===== src/rtl/change_dispenser.sv =====
// Purpose: pays a change amount as 10/5/1 yuan coins, largest first, and tracks hopper inventory.
// Latency: one coin every 1+PULSE_CYCLES+GAP_CYCLES cycles; done follows the last coin's gap by 2 cycles.
// Backpressure: start is accepted only in IDLE (busy low); an empty hopper set parks the block in FAULT until refill.
module change_dispenser #(
  parameter int PULSE_CYCLES = 2,
  parameter int GAP_CYCLES   = 2,
  parameter int INV_W        = 8,
  parameter int INIT_1       = 20,
  parameter int INIT_5       = 10,
  parameter int INIT_10      = 10
) (
  input  logic             clk,
  input  logic             rst,
  input  logic             start,
  input  logic [7:0]       amount,
  input  logic             refill,
  output logic             busy,
  output logic             done,
  output logic             fault,
  output logic             eject_1,
  output logic             eject_5,
  output logic             eject_10,
  output logic [7:0]       remaining,
  output logic [INV_W-1:0] cnt_1,
  output logic [INV_W-1:0] cnt_5,
  output logic [INV_W-1:0] cnt_10
);

  // One down-counter times both the pulse and the gap, so size it for the longer one.
  localparam int TMR_MAX = (PULSE_CYCLES > GAP_CYCLES) ? PULSE_CYCLES : GAP_CYCLES;
  localparam int TMR_W   = (TMR_MAX > 1) ? $clog2(TMR_MAX) : 1;

  localparam logic [TMR_W-1:0] PULSE_LOAD = TMR_W'(PULSE_CYCLES - 1);
  localparam logic [TMR_W-1:0] GAP_LOAD   = TMR_W'(GAP_CYCLES - 1);
  localparam logic [TMR_W-1:0] TMR_ONE    = TMR_W'(1);

  localparam logic [INV_W-1:0] INV_INIT_1  = INV_W'(INIT_1);
  localparam logic [INV_W-1:0] INV_INIT_5  = INV_W'(INIT_5);
  localparam logic [INV_W-1:0] INV_INIT_10 = INV_W'(INIT_10);
  localparam logic [INV_W-1:0] INV_ONE     = INV_W'(1);

  typedef enum logic [2:0] {
    S_IDLE,
    S_SELECT,
    S_PULSE,
    S_GAP,
    S_DONE,
    S_FAULT
  } state_t;

  state_t           state, state_n;
  logic [TMR_W-1:0] tmr, tmr_n;
  logic [7:0]       rem_n;
  logic [INV_W-1:0] cnt_1_n, cnt_5_n, cnt_10_n;
  logic             eject_1_n, eject_5_n, eject_10_n;
  logic             busy_n, done_n, fault_n;

  // Greedy coin choice; a hopper is only a candidate while it still holds coins.
  logic pick_10, pick_5, pick_1;
  assign pick_10 = (remaining >= 8'd10) && (cnt_10 != '0);
  assign pick_5  = !pick_10 && (remaining >= 8'd5) && (cnt_5 != '0);
  assign pick_1  = !pick_10 && !pick_5 && (cnt_1 != '0);

  // Next-state, datapath and registered-output values for every state.
  always_comb begin
    state_n    = state;
    tmr_n      = tmr;
    rem_n      = remaining;
    cnt_1_n    = cnt_1;
    cnt_5_n    = cnt_5;
    cnt_10_n   = cnt_10;
    eject_1_n  = 1'b0;
    eject_5_n  = 1'b0;
    eject_10_n = 1'b0;

    case (state)
      S_IDLE: begin
        // Refill and start are independent here: both may act on the same edge.
        if (refill) begin
          cnt_1_n  = INV_INIT_1;
          cnt_5_n  = INV_INIT_5;
          cnt_10_n = INV_INIT_10;
        end
        if (start) begin
          if (amount != 8'd0) begin
            rem_n   = amount;
            state_n = S_SELECT;
          end else begin
            state_n = S_DONE;
          end
        end
      end

      S_SELECT: begin
        // The coin is committed on the edge leaving SELECT: eject rises, balance
        // and inventory drop together, so a later reset never double-counts it.
        if (remaining == 8'd0) begin
          state_n = S_DONE;
        end else if (pick_10) begin
          eject_10_n = 1'b1;
          rem_n      = remaining - 8'd10;
          cnt_10_n   = cnt_10 - INV_ONE;
          tmr_n      = PULSE_LOAD;
          state_n    = S_PULSE;
        end else if (pick_5) begin
          eject_5_n = 1'b1;
          rem_n     = remaining - 8'd5;
          cnt_5_n   = cnt_5 - INV_ONE;
          tmr_n     = PULSE_LOAD;
          state_n   = S_PULSE;
        end else if (pick_1) begin
          eject_1_n = 1'b1;
          rem_n     = remaining - 8'd1;
          cnt_1_n   = cnt_1 - INV_ONE;
          tmr_n     = PULSE_LOAD;
          state_n   = S_PULSE;
        end else begin
          state_n = S_FAULT;
        end
      end

      S_PULSE: begin
        // Hold whichever eject line is active until the pulse timer expires.
        if (tmr == '0) begin
          tmr_n   = GAP_LOAD;
          state_n = S_GAP;
        end else begin
          eject_1_n  = eject_1;
          eject_5_n  = eject_5;
          eject_10_n = eject_10;
          tmr_n      = tmr - TMR_ONE;
        end
      end

      S_GAP: begin
        if (tmr == '0) begin
          state_n = S_SELECT;
        end else begin
          tmr_n = tmr - TMR_ONE;
        end
      end

      S_DONE: begin
        state_n = S_IDLE;
      end

      S_FAULT: begin
        // Only a refill gets out of FAULT; the unpaid balance is kept and resumed.
        if (refill) begin
          cnt_1_n  = INV_INIT_1;
          cnt_5_n  = INV_INIT_5;
          cnt_10_n = INV_INIT_10;
          state_n  = S_SELECT;
        end
      end

      default: begin
        state_n = S_IDLE;
      end
    endcase

    // Status flags are derived from the state being entered so they register in step with it.
    busy_n  = (state_n != S_IDLE);
    done_n  = (state_n == S_DONE);
    fault_n = (state_n == S_FAULT);
  end

  // State register and all registered outputs, with synchronous reset.
  always_ff @(posedge clk) begin
    if (rst) begin
      state     <= S_IDLE;
      tmr       <= '0;
      remaining <= 8'd0;
      cnt_1     <= INV_INIT_1;
      cnt_5     <= INV_INIT_5;
      cnt_10    <= INV_INIT_10;
      eject_1   <= 1'b0;
      eject_5   <= 1'b0;
      eject_10  <= 1'b0;
      busy      <= 1'b0;
      done      <= 1'b0;
      fault     <= 1'b0;
    end else begin
      state     <= state_n;
      tmr       <= tmr_n;
      remaining <= rem_n;
      cnt_1     <= cnt_1_n;
      cnt_5     <= cnt_5_n;
      cnt_10    <= cnt_10_n;
      eject_1   <= eject_1_n;
      eject_5   <= eject_5_n;
      eject_10  <= eject_10_n;
      busy      <= busy_n;
      done      <= done_n;
      fault     <= fault_n;
    end
  end

endmodule

===== config.mk =====
export PLATFORM = sky130hd
export DESIGN_NAME = change_dispenser
export DESIGN_NICKNAME = d
export VERILOG_FILES = /design/src/rtl/change_dispenser.sv
export SDC_FILE = /design/constraint.sdc
export NUM_CORES = 1
export LEC_CHECK = 0
export ABC_CLOCK_PERIOD_IN_PS = 2460
export BUFFER_PORTS_ARGS = -buffer_cell sky130_fd_sc_hd__buf_2
export CORE_MARGIN = 8
export CORE_UTILIZATION = 43
export DETAILED_ROUTE_END_ITERATION = 10
export PLACE_DENSITY = 0.67
export SLEW_MARGIN = 20
export SYNTH_ARGS = -nofsm -noshare
export SYNTH_HDL_FRONTEND = slang
export SYNTH_SLANG_ARGS = --single-unit
export TNS_END_PERCENT = 50

===== constraint.sdc =====
create_clock -name clk -period 2.46 [get_ports clk]
set_clock_uncertainty 0.2 [all_clocks]
set_input_delay 0.492 -clock clk [delete_from_list [all_inputs] [get_ports clk]]
set_output_delay 0.492 -clock clk [all_outputs]
set_load 0.1 [all_outputs]

==> flow_metrics.tcl <==
set metrics [dict create \
    clk_latency_ns 0.30 \
    routed-via-count 2826 \
    maxSlewHeadroom 0.6792 \
    crit_fanout 5 \
    met2_usage 0.2908 \
    rsz0062_at_grt "true" \
    grtUsageMet1 0.2326 \
    syn_inst 325 \
    grt-busiest-layer "met2" \
    die_x_um 94.60 \
    grt-ovfl-total 0 \
    finalCriticalPeriod_ns 2.478 \
    syn2layout_area_growth_pct 35.94 \
    start_util 0.4460 \
    cts_made_buffers 5 \
    gp_congestion 0.8650 \
    crit_path_end_kind "flip-flop" \
    max-cap-violations 0 \
    required_ns 2.50 \
    synth.distinct_cells 63 \
    cp_data_arrival_time_ns 2.51 \
    clockBufferDepth 2 \
    grt_pass1_wl_um 13170 \
    drv_slew 0 \
    viasPerCell 5.709 \
    synth_area_sq_mm 0.002656 \
    ioPinCount 50 \
    dp_hpwl_um 5936 \
    area.sequential_sq_um 913.4 \
    cts_tree "built" \
    worstSetupStartpointType "flip-flop" \
    layout_common_cells "buf_4, buf_2, nor2_1" \
    drtPass1Iterations 4 \
    track_usage 0.1803 \
    synth_warnings 0 \
    cts_root_buf "clkbuf_8" \
    n_antenna_cell 0 \
    async_flop_share 0 \
    hold_class "in -> reg" \
    ctsHoldBuffers 0 \
    clkTransAtPathRegs_ns 0.08 \
    use_met3 0.03730 \
    wirelength_um 8003 \
    multi_input_area_sq_mm 0.001788 \
    grt_pass1_vias 2713 \
    grt_max_degree 24 \
    fin_tns_setup_ns -0.01967 \
    setup_violations 2 \
    synthTopCellsByArea "dfxtp_1, ha_1, nor2_1" \
    h-tree-depth 2 \
    synth_fp_nets 350 \
    antenna_found_initial 0 \
    synth_top_flop_cell "dfxtp_1" \
    hold_violations 0 \
    yosys.area.top_type_share 0.3165 \
    synth_top_area_cell "dfxtp_1" \
    fin_crit_sh 1.007 \
    ant_nets 0 \
    die_area_sq_mm 0.008948 \
    synth_seq_cells 42 \
    max_slew.worst_pin.slew_ns 0.4745 \
    die_h_um 94.60 \
    setup_slack_ns -0.01765 \
    drcViolationCount 0 \
    fin_nets 445 \
    syn_area_per_cell_sq_um 8.173 \
    cts_sinks 42 \
    port_buffers 49 \
    max_freq_ghz 0.4036 \
    rows 28 \
    timing.reg2reg.setup_slack_ns -0.02 \
    status "complete, but fails checks" \
    synth-seq-area-share 0.3165 \
    coreArea_sq_mm 0.005956 \
    critPathKind "reg -> reg" \
    first_iter_violations 194 \
    wire_per_inst_um 16.17 \
    synth_edf_count 0 \
    nFillCells 562 \
    drive_gt1_frac 0.4190 \
    layout_commonest_cell "buf_4" \
    violations "setup timing" \
]
-- sequential cells by signal, summed over array words and instances, names as in the netlist --
register   count
done           1
busy           1
eject_1        1
eject_5        1
cnt_5          8
tmr            1
fault          1
eject_10       1
cnt_10         8
cnt_1          8
state          3
remaining      8
-- worst max-delay path: stages, from the launching register on --
cell and delay (ns):
dfxtp_4 0.34, or4_4 0.57, a211oi_4 0.22, buf_4 0.20, o211ai_1 0.14, a2111oi_1 0.49
a2111o_1 0.15, a32o_1 0.12
-- kinds of logic after synthesis --
logic type | count (synthesis) | share of synthesized area
and+or+nand+nor | 129 | 0.2520
AOI/OAI and AO/OA | 91 | 0.2586
DFF | 42 | 0.3165
buffers and inverters | 32 | 0.05229
xor gates and xnor gates | 18 | 0.05935
adders and majority gates | 13 | 0.06124
-- worst paths after layout --
path              cells past startpoint                   endpoint                 startpoint
setup reg to reg                      7  remaining[7]$_SDFFE_PP0P_  remaining[7]$_SDFFE_PP0P_
setup / recovery                      7  remaining[7]$_SDFFE_PP0P_  remaining[7]$_SDFFE_PP0P_
hold / removal                        3  remaining[2]$_SDFFE_PP0P_                  amount[2]
hold reg to reg                       2      cnt_5[4]$_SDFFE_PP0P_      cnt_5[4]$_SDFFE_PP0P_
-- layout make-up --
type                            instances  area share
Multi-Input combinational cell        252      0.4951
Sequential cell                        42      0.2529
Timing Repair Buffer                  103      0.1868
Tap cell                               75     0.02599
Clock buffer                            6     0.02010
Inverter                               16     0.01733
Clock inverter                          1    0.001733
-- routing by layer --
metal,share of wire,wire (um)
met2,0.48,3860
met4,0.023,183
met5,0,0
met3,0.056,447
met1,0.44,3511
-- cell usage after synthesis, drive strengths merged, types with 4 or more instances --
library cell	instances
a21o	4
nand2	22
xor2	10
nor2b	4
o211ai	6
xnor2	8
inv	16
dfxtp	42
and3	6
o21ai	17
nand2b	5
a31o	6
o31ai	4
ha	13
nor3	13
a31oi	4
nand4	6
buf	9
nor4	7
nand3	6
clkbuf	7
a211oi	4
a21oi	20
nor2	41
-- per-stage QoR --
stage	utilization	worst slack, ns	hold slack, ns	area, sq um	std cells
2_1_floorplan	-	-0.09972	0.3344	2775	325
3_3_place_gp	0.5716	-0.003760	0.2804	3405	482
3_5_place_dp	0.5716	-0.06139	0.2862	3405	482
4_1_cts	0.5872	-0.005656	0.3130	3497	490
5_1_grt	0.6063	-0.06548	0.3402	3611	495
6_report	0.6063	-0.01765	0.3083	3611	495
-- timing repair --
item / in CTS / in global routing
resized for setup: 2 / 16
pin swaps: 2 / 5
buffers inserted: 0 / 5
endpoints found under the setup margin: 8 / 25
cloned: 1 / 0
Power is left out: the tool's default activity adds up to more than one toggle a clock period on the data nets, which glitch-free logic cannot reach.
